## config.mk

```make
export PLATFORM = sky130hd
export DESIGN_NAME = rx_frame_ctrl
export DESIGN_NICKNAME = d
export VERILOG_FILES = /design/src/rtl/rx_frame_pkg.sv /design/src/rtl/rx_frame_buf.sv /design/src/rtl/rx_frame_ctrl.sv
export SDC_FILE = /design/constraint.sdc
export NUM_CORES = 1
export LEC_CHECK = 0
export CAP_MARGIN = 20
export CORE_MARGIN = 1
export CORE_UTILIZATION = 25
export DETAILED_ROUTE_END_ITERATION = 8
export PLACE_DENSITY_LB_ADDON = 0.08
export SLEW_MARGIN = 10
export SYNTH_ARGS = -nofsm -noshare
export SYNTH_HDL_FRONTEND = slang
export SYNTH_SLANG_ARGS = --single-unit
```

## constraint.sdc

```tcl
create_clock -name clk -period 6.42 [get_ports clk]
set_input_delay 1.284 -clock clk [delete_from_list [all_inputs] [get_ports clk]]
set_output_delay 1.284 -clock clk [all_outputs]
set_load 0.05 [all_outputs]
```

## src/rtl/rx_frame_pkg.sv

```systemverilog
// Shared types and defaults for the UART frame receiver slice.
// No logic here: state encoding plus width/constant defaults.
package rx_frame_pkg;

    typedef enum logic [2:0] {
        HUNT,
        LEN,
        PAY,
        CHK,
        HOLD
    } state_t;

    localparam logic [7:0] SYNC_DEF    = 8'hA5;
    localparam int         MAX_LEN_DEF = 16;
    localparam int         TIMEOUT_DEF = 4096;

    // Index addresses up to 16 payload bytes; length also needs to encode 16 itself.
    localparam int IDX_W = 4;
    localparam int LEN_W = 5;

endpackage

```

## src/rtl/rx_frame_buf.sv

```systemverilog
// Payload register file: synchronous write, combinational read, no reset on storage.
// Write lands on the clock edge; read reflects storage the same cycle; no backpressure.
module rx_frame_buf #(
    parameter int DEPTH = 16,
    parameter int AW    = 4
) (
    input  logic          clk,
    input  logic          we_i,
    input  logic [AW-1:0] waddr_i,
    input  logic [7:0]    wdata_i,
    input  logic [AW-1:0] raddr_i,
    output logic [7:0]    rdata_o
);

    logic [7:0] mem_q [DEPTH];

    always_ff @(posedge clk) begin
        if (we_i) begin
            mem_q[waddr_i] <= wdata_i;
        end
    end

    assign rdata_o = mem_q[raddr_i];

endmodule

```

## src/rtl/rx_frame_ctrl.sv

```systemverilog
// Frames receiver bytes (sync, length, payload, checksum) into a buffer and holds a verified frame.
// Byte handled on the edge after rx_en rises; frame held until frame_ready, later bytes dropped as overrun.
module rx_frame_ctrl
    import rx_frame_pkg::*;
#(
    parameter int         MAX_LEN = MAX_LEN_DEF,
    parameter logic [7:0] SYNC    = SYNC_DEF,
    parameter int         TIMEOUT = TIMEOUT_DEF
) (
    input  logic             clk,
    input  logic             reset,
    input  logic [7:0]       rx_data,
    input  logic             rx_en,
    input  logic             frame_ready,
    input  logic [IDX_W-1:0] rd_addr,
    output logic             frame_valid,
    output logic [LEN_W-1:0] frame_len,
    output logic [7:0]       rd_data,
    output logic             err_chk,
    output logic             err_len,
    output logic             err_tout,
    output logic             overrun,
    output logic             busy
);

    localparam int              TW        = $clog2(TIMEOUT);
    localparam logic [7:0]      MAX_LEN_B = 8'(MAX_LEN);
    localparam logic [TW-1:0]   TOUT_LAST = TW'(TIMEOUT - 1);

    state_t           state_q, state_d;
    logic             rx_en_q;
    logic [LEN_W-1:0] len_q, len_d;
    logic [IDX_W-1:0] idx_q, idx_d;
    logic [7:0]       sum_q, sum_d;
    logic [TW-1:0]    tout_q, tout_d;
    logic             err_chk_q, err_chk_d;
    logic             err_len_q, err_len_d;
    logic             err_tout_q, err_tout_d;
    logic             overrun_q, overrun_d;
    logic             byte_ev;
    logic             in_frame;
    logic             tout_hit;
    logic             last_pay;
    logic             buf_we;

    assign byte_ev  = rx_en & ~rx_en_q;
    assign in_frame = (state_q == LEN) || (state_q == PAY) || (state_q == CHK);
    // A byte arriving on the expiry cycle takes priority over the timeout.
    assign tout_hit = in_frame && !byte_ev && (tout_q == TOUT_LAST);
    assign last_pay = ({1'b0, idx_q} == (len_q - LEN_W'(1)));

    always_comb begin
        state_d    = state_q;
        len_d      = len_q;
        idx_d      = idx_q;
        sum_d      = sum_q;
        err_chk_d  = 1'b0;
        err_len_d  = 1'b0;
        err_tout_d = 1'b0;
        overrun_d  = 1'b0;
        buf_we     = 1'b0;

        if (!in_frame || byte_ev || tout_hit) begin
            tout_d = '0;
        end else begin
            tout_d = tout_q + TW'(1);
        end

        unique case (state_q)
            HUNT: begin
                if (byte_ev && (rx_data == SYNC)) begin
                    state_d = LEN;
                end
            end
            LEN: begin
                if (byte_ev) begin
                    if (rx_data > MAX_LEN_B) begin
                        err_len_d = 1'b1;
                        state_d   = HUNT;
                    end else begin
                        len_d   = LEN_W'(rx_data);
                        idx_d   = '0;
                        sum_d   = rx_data;
                        state_d = (rx_data == 8'd0) ? CHK : PAY;
                    end
                end else if (tout_hit) begin
                    err_tout_d = 1'b1;
                    state_d    = HUNT;
                end
            end
            PAY: begin
                if (byte_ev) begin
                    buf_we = 1'b1;
                    sum_d  = sum_q + rx_data;
                    if (last_pay) begin
                        state_d = CHK;
                    end else begin
                        idx_d = idx_q + IDX_W'(1);
                    end
                end else if (tout_hit) begin
                    err_tout_d = 1'b1;
                    state_d    = HUNT;
                end
            end
            CHK: begin
                if (byte_ev) begin
                    if (rx_data == sum_q) begin
                        state_d = HOLD;
                    end else begin
                        err_chk_d = 1'b1;
                        state_d   = HUNT;
                    end
                end else if (tout_hit) begin
                    err_tout_d = 1'b1;
                    state_d    = HUNT;
                end
            end
            HOLD: begin
                overrun_d = byte_ev;
                if (frame_ready) begin
                    state_d = HUNT;
                end
            end
            default: state_d = HUNT;
        endcase
    end

    // rx_en_q resets high so a level already present at reset release is not a byte.
    always_ff @(posedge clk or negedge reset) begin
        if (!reset) begin
            state_q    <= HUNT;
            rx_en_q    <= 1'b1;
            len_q      <= '0;
            idx_q      <= '0;
            sum_q      <= '0;
            tout_q     <= '0;
            err_chk_q  <= 1'b0;
            err_len_q  <= 1'b0;
            err_tout_q <= 1'b0;
            overrun_q  <= 1'b0;
        end else begin
            state_q    <= state_d;
            rx_en_q    <= rx_en;
            len_q      <= len_d;
            idx_q      <= idx_d;
            sum_q      <= sum_d;
            tout_q     <= tout_d;
            err_chk_q  <= err_chk_d;
            err_len_q  <= err_len_d;
            err_tout_q <= err_tout_d;
            overrun_q  <= overrun_d;
        end
    end

    rx_frame_buf #(
        .DEPTH (MAX_LEN),
        .AW    (IDX_W)
    ) u_buf (
        .clk     (clk),
        .we_i    (buf_we),
        .waddr_i (idx_q),
        .wdata_i (rx_data),
        .raddr_i (rd_addr),
        .rdata_o (rd_data)
    );

    assign frame_valid = (state_q == HOLD);
    assign frame_len   = len_q;
    assign busy        = (state_q != HUNT);
    assign err_chk     = err_chk_q;
    assign err_len     = err_len_q;
    assign err_tout    = err_tout_q;
    assign overrun     = overrun_q;

endmodule

```

==> results of run 1 <==
## per-layer routing
metal,part of all wire,up-vias
met5,0,-
met4,0.016,0
met3,0.029,13
met2,0.48,63
met1,0.47,1938
li1,-,1735
## critical path: stages
cell and delay [ns]:
clkdlybuf4s50_1 0.47, buf_4 0.42, mux4_2 0.44, mux4_2 0.49
clkdlybuf4s50_1 0.73
## path summary, 6_finish.rpt
kind,end,cells after the start
min,tout_q[0]$_DFF_PN0_,1
min reg2reg,tout_q[0]$_DFF_PN0_,1
max in group asynchronous,frame_len[2]$_DFFE_PN0P_,1
max,rd_data[4],5
max reg2reg,u_buf.mem_q[2][6]$_DFFE_PP_,4
min in group asynchronous,sum_q[3]$_DFFE_PN0P_,1
## per-stage QoR
| stage | area (um^2) | power [mW] | hold slack, ns | setup slack (ns) | util |
|---|---|---|---|---|---|
| 3_5_place_dp | 7860 | 1.67 | 0.480 | 1.26 | 0.283 |
| 3_3_place_gp | 7860 | 1.67 | 0.477 | 1.25 | 0.283 |
| 2_1_floorplan | 7080 | 1.54 | 0.454 | 2.18 | - |
| 6_report | 8430 | 2.65 | 0.493 | 1.27 | 0.304 |
| 4_1_cts | 8430 | 2.68 | 0.497 | 1.24 | 0.304 |
| 5_1_grt | 8430 | 2.77 | 0.512 | 1.20 | 0.304 |
## kinds of logic (layout without fill, tap and decap cells)
group | Yosys count | count (layout)
fa+ha+maj | 14 | 14
compound gates | 35 | 35
buf+inv | 28 | 84
simple gates | 116 | 116
mux | 46 | 46
flops | 165 | 165
xor+xnor | 22 | 22
## cells in the final DEF (no fill, tap or decap), types with 5 or more instances in the layout
cell | synthesis | routed
inv_1 | 12 | 12
dfrtp_1 | 36 | 36
clkbuf_16 | 0 | 17
buf_4 | 2 | 5
nand3_1 | 13 | 13
o21ai_0 | 10 | 10
mux4_2 | 40 | 40
edfxtp_1 | 128 | 128
xor2_1 | 13 | 13
xnor2_1 | 9 | 9
ha_1 | 13 | 13
a21oi_1 | 9 | 9
clkdlybuf4s50_1 | 0 | 32
nand2_1 | 18 | 18
nor2_1 | 28 | 28
and2_1 | 13 | 13
nor3_1 | 8 | 8
## registers in the layout, summed over array words and instances (netlist names)
| name | cells |
|---|---|
| err_chk | 1 |
| err_len | 1 |
| err_tout | 1 |
| frame_len | 5 |
| idx_q | 4 |
| overrun | 1 |
| rx_en_q | 1 |
| state_q | 3 |
| sum_q | 8 |
| tout_q | 12 |
| u_buf.mem_q | 128 |
## power by group
part           total, mW  switching [mW]  internal [mW]
Sequential          1.23          0.0379           1.19
Combinational      0.415           0.245          0.170
Clock               1.00           0.453          0.550
## area by class of cell
type                            count  area share
Clock inverter                     13      0.0165
Multi-Input combinational cell    233       0.259
Clock buffer                       19      0.0513
Timing Repair Buffer               40      0.0460
Tap cell                          378      0.0561
Inverter                           12     0.00534
Sequential cell                   165       0.566
==> results.cfg, run 1 <==
[sta]
relSlewSlack = 0.390
skew_ns = 0.0119
period_share = 0.802
final-setup-viol-count = 0
period_needed_ns = 5.15
worstMarginPinSlew_ns = 0.912
slew_viol_final = 0
rsz0062_at_grt = false
fin_tns_setup_ns = 0
finalHoldViolCount = 0
fmax_mhz = 194

[synthesis]
async_reset_ff_frac = 0.224
synthSimpleGateAreaFrac = 0.0884
synth.most_common_cell = edfxtp_1
yosys.area.top_type = edfxtp_1
avgSynthCellArea_um2 = 16.6
synth_mux_area_frac = 0.136
ys_types = 50
synth_top_family_by_area = multiplexers
ys_top_cells_by_area = edfxtp_1 (54%), dfrtp_1 (13%), mux4_2 (13%)
mappedNetlistArea_um2 = 7080
synth_seq_cells = 165
synthTopCellsByCount = edfxtp_1 (128), mux4_2 (40), dfrtp_1 (36)
synthAdderAreaFrac = 0.0258
yosysWarningCount = 0
synth_compound_area_frac = 0.0306
yosysSeqAreaShare = 0.674
synth_nets = 456
synth_edf_count = 128
synthXorXnorAreaFrac = 0.0272
synth_ff_type = edfxtp_1
synth_top_area_frac = 0.543
netlist_instances = 426

[run]
maxCapViolations = 0

[floorplanning]
die_y_um = 170
fp.coreArea_um2 = 27800
rows = 61
dieArea_um2 = 29000
die_w_um = 170
pin_count = 35
initial_core_util = 0.255

[finish]
multiInputGateArea_um2 = 2180
areaGrowthSynthToFinish_pct = 19.1
regArea_um2 = 4770
drive_above_1_share = 0.185
n_antenna_cell = 0
nNetsFinal = 499
final-instance-count-excl-fill = 860
fillers = 2752

[clock_tree]
clk_latency_ns = 0.42
clockBufferDepth = 2
clk_pin_slew_ns = 0.06
ctsHtreeMaxLevel = 4
cts_hold_buf = 0
cts_tree = done
root_buffer = clkbuf_16
postCtsSetupBuffers = 0
post_cts_resized = 0
cts_sinks = 165
cts_made_buffers = 17

[drt]
drtIter0Drc = 159
drc = 0
firstDrtPassIters = 4
vias = 3749
wl_per_cell_um = 20.4
vias_per_cell = 4.36
ant_nets = 0
drt-total-wl_um = 17500

[grt]
grt_max_degree = 38
grt_pass1_wl_um = 26300
top_usage_layer = met2
use_met3 = 0.0272
grt_overflow_total = 0
met2_usage = 0.212
grt_pass1_vias = 4083
antenna_found_initial = 0
grt_usage = 0.129
met1_usage = 0.170

[setup_path]
cp-startpoint = rd_addr[1]
regToRegSetupSlack_ns = 3.79
start_kind = input port
cp_max_fo = 32
end_kind = primary output
cp.required_ns = 5.14
path_class = in2out
crit_arrival_ns = 3.87
rr_startpoint = state_q[1]$_DFFE_PN0P_

[place]
dp_cells = 828
dp_hpwl_um = 11200
io_buffers = 34
gp_congestion = 0.711

[power_and_ir_drop]
leakage_nw = 2.90
max-vdd-ir-drop_v = 0.000139
powerDensity_nw_per_um2 = 314

[hold_path]
hold_path_class = reg2reg
min_from = tout_q[0]$_DFF_PN0_

[status]
status = finished clean
(Power assumes the default switching activity.)
==> inputs of run 2 (changes only) <==
==> constraint.sdc (replaced) <==
create_clock -name clk -period 4.53 [get_ports clk]
set_input_delay 0.906 -clock clk [delete_from_list [all_inputs] [get_ports clk]]
set_output_delay 0.906 -clock clk [all_outputs]
set_load 0.05 [all_outputs]
==> run 2 against run 1 <==
  * Die area did not move
  * Via count increased by 1.3%
  * Non-clock buffer count rose by 6
  * Critical path depth unchanged
  * Utilization grew 0.19 points
  * Global-route usage grew 0.098 points
  * Clock skew barely moved
  * Setup slack worse by 0.42 ns
  * Count of clock-buffer cells in the layout shrank 2
  * Worst hold slack better by 0.0010 ns
  * Sequential share of layout area fell by 0.36 points
  * First-iteration DRC count up 60%
==> results.cfg, run 2 (synthesized netlist as in run 1, its figures left out) <==
[status]
status = finished clean

[grt]
grt_pass1_wl_um = 26800
antenna_found_initial = 0
met2_usage = 0.213
top_usage_layer = met2
grt_usage = 0.130
grt_overflow_total = 0
grt_pass1_vias = 4099
met1_usage = 0.175
use_met3 = 0.0230
grt_max_degree = 38

[setup_path]
cp.required_ns = 3.62
path_buf_inv = 3
end_kind = primary output
cp_max_fo = 10
path_class = in2out
critical_path.top_delay_family = multiplexers
start_kind = input port
crit_chain = buf_2 -> buf_4 -> mux4_2 -> mux4_2 -> buf_4
crit_arrival_ns = 2.77
slowest_delay_ns = 0.52
crit_path_top_delay_cell = mux4_2

[finish]
fillers = 2783
nNetsFinal = 505
final_cell_mix = edfxtp_1 (128), mux4_2 (40), dfrtp_1 (36)
final_util = 0.305
n_antenna_cell = 0
regArea_um2 = 4770
layout_commonest_cell = edfxtp_1
largest_reg_flops = 128
multiInputGateArea_um2 = 2180
drive_above_1_share = 0.215
areaGrowthSynthToFinish_pct = 19.9
regMostFlops = u_buf.mem_q
reg_top3 = u_buf.mem_q (128), tout_q (12), sum_q (8)
final-instance-count-excl-fill = 866

[floorplanning]
pin_count = 35
die_w_um = 170
initial_core_util = 0.255
dieArea_um2 = 29000
fp.coreArea_um2 = 27800
rows = 61
die_y_um = 170

[place]
dp_cells = 834
gp_congestion = 0.720
dp_hpwl_um = 11700
io_buffers = 34

[power_and_ir_drop]
combPwrFrac = 0.158
p_switching_mw = 1.09
internal_power_mw = 2.67
max-vdd-ir-drop_v = 0.000228
switching_share = 0.291
sequentialPowerShare = 0.462
powerDensity_nw_per_um2 = 444
clkPwrFrac = 0.380
leakage_nw = 2.95

[drt]
wl_per_cell_um = 20.1
drc = 0
vias_per_cell = 4.38
firstDrtPassIters = 4
vias = 3797
ant_nets = 0
drtIter0Drc = 254
drt-total-wl_um = 17400

[sta]
slew_viol_final = 0
relSlewSlack = 0.395
rsz0062_at_grt = false
period_needed_ns = 3.68
finalHoldViolCount = 0
final-setup-viol-count = 0
skew_ns = 0.0118
fin_tns_setup_ns = 0
fmax_mhz = 272
period_share = 0.812
worstMarginPinSlew_ns = 0.907
fin_hold_ws_ns = 0.494

[clock_tree]
clockBufferDepth = 2
postCtsSetupBuffers = 0
cts_tree = done
post_cts_resized = 0
ctsHtreeMaxLevel = 4
cts_made_buffers = 17
cts_sinks = 165
clk_pin_slew_ns = 0.07
root_buffer = clkbuf_16
cts_hold_buf = 0
clk_latency_ns = 0.43

[run]
maxCapViolations = 0

[hold_path]
hold_path_class = reg2reg
## run 2: cell types whose count changed in the layout (fill, tap and decap cells not counted)
cell             previous run  this run
clkbuf_1                    2         0
inv_8                       4         6
bufinv_16                   1         0
inv_6                       4         3
clkinv_4                    1         0
buf_4                       5        18
clkdlybuf4s50_1            32        24
clkinv_8                    0         3
buf_12                      1         2
## run 2: final cells by class
cell class,instances,area share
inverters,12,0.00531
clock buffers,17,0.0501
flip-flops and latches,165,0.562
well taps,378,0.0557
multi-input cells,233,0.257
repair buffers,46,0.0501
clock inverters,15,0.0192
## run 2: worst paths after layout
path                                        startpoint                           to  slack [ns]  cells past startpoint
worst max-delay path                        rd_addr[0]                   rd_data[2]        0.85                      5
min in group asynchronous                        reset          tout_q[0]$_DFF_PN0_        0.61                      1
worst min register to register     tout_q[0]$_DFF_PN0_          tout_q[0]$_DFF_PN0_        0.49                      1
max in group asynchronous                        reset         idx_q[3]$_DFFE_PN0P_        3.35                      1
worst min-delay path               tout_q[0]$_DFF_PN0_          tout_q[0]$_DFF_PN0_        0.49                      1
worst max register to register  state_q[1]$_DFFE_PN0P_  u_buf.mem_q[8][2]$_DFFE_PP_        1.97                      4
## run 2: metal layers
| layer | wire, um | vias to the layer above | share of wire |
|---|---|---|---|
| li1 | - | 1757 | - |
| met1 | 8490 | 1972 | 0.49 |
| met2 | 8300 | 55 | 0.48 |
| met3 | 475 | 13 | 0.027 |
| met4 | 169 | 0 | 0.0097 |
| met5 | 0 | - | 0 |
## run 2: worst register-to-register path, delay by kind of cell (launching register included)
family,cells,cell delay (ns)
and+or+nand+nor,4,1.70
DFF,1,0.49
## run 2: power by group through the flow
stage / sequential, mW / combinational [mW] / clock [mW]
2_1_floorplan: 1.78 / 0.403 / 0
3_3_place_gp: 1.77 / 0.596 / 0
3_5_place_dp: 1.77 / 0.601 / 0
4_1_cts: 1.74 / 0.605 / 1.47
5_1_grt: 1.75 / 0.664 / 1.53
6_report: 1.74 / 0.595 / 1.43
## run 2: per-stage QoR
| stage | power (mW) | area (um^2) | setup WS, ns |
|---|---|---|---|
| floorplan | 2.18 | 7080 | 1.05 |
| global placement | 2.37 | 7900 | 0.813 |
| detailed placement | 2.37 | 7900 | 0.815 |
| CTS | 3.81 | 8490 | 0.814 |
| global route | 3.94 | 8490 | 0.732 |
| finish | 3.77 | 8490 | 0.853 |
==> inputs of run 3 (changes only) <==
==> constraint.sdc (replaced) <==
create_clock -name clk -period 3.1 [get_ports clk]
set_input_delay 0.62 -clock clk [delete_from_list [all_inputs] [get_ports clk]]
set_output_delay 0.62 -clock clk [all_outputs]
set_load 0.05 [all_outputs]
==> run 3 against run 2 <==
  * Non-clock buffer count up 19
  * First-iteration DRC count increased by 5.9%
  * Register-to-register slack worse by 1.3 ns
  * Clock power rose by 50%
  * Critical endpoint is now rd_data[7]
  * Largest cell class unchanged
  * Largest power group unchanged
==> results.cfg, run 3 (synthesized netlist as in run 1, its figures left out) <==
[setup_path]
rr_endpoint = u_buf.mem_q[4][3]$_DFFE_PP_
slowest_delay_ns = 0.52
end_kind = primary output
r2r_cells = 5
crit_top_cell = mux4_2
crit_chain = dlygate4sd2_1 -> buf_12 -> mux4_2 -> mux4_2 -> buf_4
crit_path_top_delay_cell = mux4_2
start_kind = input port
regToRegSetupSlack_ns = 0.70
cp_max_fo = 16
path_class = in2out
crit_arrival_ns = 2.27
rr_startpoint = state_q[2]$_DFFE_PN0P_
cp.required_ns = 2.48

[grt]
antenna_found_initial = 0
grt_max_degree = 38
grt_pass1_vias = 4072
grt_usage = 0.132
grt_overflow_total = 0
grt_pass1_wl_um = 27000

[power_and_ir_drop]
clkPwrFrac = 0.385
sequentialPowerShare = 0.456
switching_share = 0.284
max-vdd-ir-drop_v = 0.000328
powerDensity_nw_per_um2 = 642
leakage_nw = 3.08
internal_power_mw = 4.00
p_switching_mw = 1.58
combPwrFrac = 0.159

[floorplanning]
dieArea_um2 = 29000
die_w_um = 170
die_y_um = 170
fp.coreArea_um2 = 27800
pin_count = 35
rows = 61
initial_core_util = 0.255

[drt]
met2_length_um = 8550
met1_length_um = 8470
wl_per_cell_um = 20.2
met3_length_um = 706
ant_nets = 0
vias_per_cell = 4.45
topRoutingLayerUsed = met4
drt-total-wl_um = 17900
vias = 3936
drtIter0Drc = 269
drc = 0
firstDrtPassIters = 5

[place]
dp_slack_ns = 0.00995
dp_hpwl_um = 12100
gp_congestion = 0.728
io_buffers = 34
dpl-instance-area_um2 = 8060

[hold_path]
hold_path_class = in2async

[finish]
regMostFlops = u_buf.mem_q
fillers = 2769
nNetsFinal = 524
final_cell_mix = edfxtp_1 (128), mux4_2 (40), dfrtp_1 (36)
areaGrowthSynthToFinish_pct = 22.8
largest_reg_flops = 128
stdcell_area_um2 = 8690
drive_above_1_share = 0.243
n_antenna_cell = 0
regArea_um2 = 4770
reg_top3 = u_buf.mem_q (128), tout_q (12), sum_q (8)
layout_commonest_cell = edfxtp_1
multiInputGateArea_um2 = 2180

[sta]
rsz0062_at_grt = false
worstMarginPinSlew_ns = 0.925
finalHoldViolCount = 0
skew_ns = 0.0160
relSlewSlack = 0.383
final-setup-viol-count = 0
period_needed_ns = 2.89
setup_ws_ns = 0.207
slew_viol_final = 0
fmax_mhz = 346
period_share = 0.933

[clock_tree]
cts_sinks = 165
ctsHtreeMaxLevel = 4
root_buffer = clkbuf_16
clk_latency_ns = 0.42
cts_tree = done
clk_pin_slew_ns = 0.07
cts_hold_buf = 0
clockBufferDepth = 2
cts_made_buffers = 17
post_cts_resized = 2
postCtsSetupBuffers = 0

[run]
maxCapViolations = 0

[status]
status = finished clean
-- run 3: worst max path at each step --
stage	startpoint	endpoint	slack, ns	cells past startpoint
after detailed placement	rd_addr[1]	rd_data[4]	0.01	5
after floorplan	rd_addr[0]	rd_data[0]	0.19	4
after global placement	rd_addr[1]	rd_data[4]	-0.003	5
after CTS	rd_addr[1]	rd_data[4]	0.18	5
after global routing	rd_addr[1]	rd_data[4]	0.15	5
final	rd_addr[1]	rd_data[7]	0.21	5
-- run 3: critical path, delay by kind of cell --
family	cells	cell delay, ns
buffers and inverters	3	0.81
muxes	2	0.83
-- run 3: final cells by class --
class	instances	share of cell area
flip-flops and latches	165	0.549
multi-input cells	233	0.251
repair buffers	65	0.0704
well taps	378	0.0544
clock buffers	17	0.0489
clock inverters	14	0.0212
inverters	12	0.00518
-- run 3: power groups by stage --
stage	Combinational, mW	Sequential [mW]	Clock [mW]
4_1_cts	0.903	2.54	2.20
6_report	0.889	2.55	2.15
2_1_floorplan	0.589	2.60	0
3_3_place_gp	0.888	2.59	0
3_5_place_dp	0.895	2.59	0
5_1_grt	0.999	2.56	2.28
-- run 3: through the flow --
step / std cells / utilization / power [mW] / TNS, ns / hold WS (ns)
after floorplan: 426 / - / 3.19 / 0 / 0.324
after global placement: 852 / 0.290 / 3.48 / -0.00336 / 0.477
after detailed placement: 852 / 0.290 / 3.48 / 0 / 0.486
after CTS: 884 / 0.313 / 5.64 / 0 / 0.347
after global routing: 884 / 0.313 / 5.84 / 0 / 0.381
final: 884 / 0.313 / 5.58 / 0 / 0.328
-- run 3: layer usage --
layer / global-route usage / up-vias
li1: - / 1793
met4: 0.0341 / 0
met2: 0.214 / 78
met5: 0 / -
met1: 0.178 / 2054
met3: 0.0267 / 11
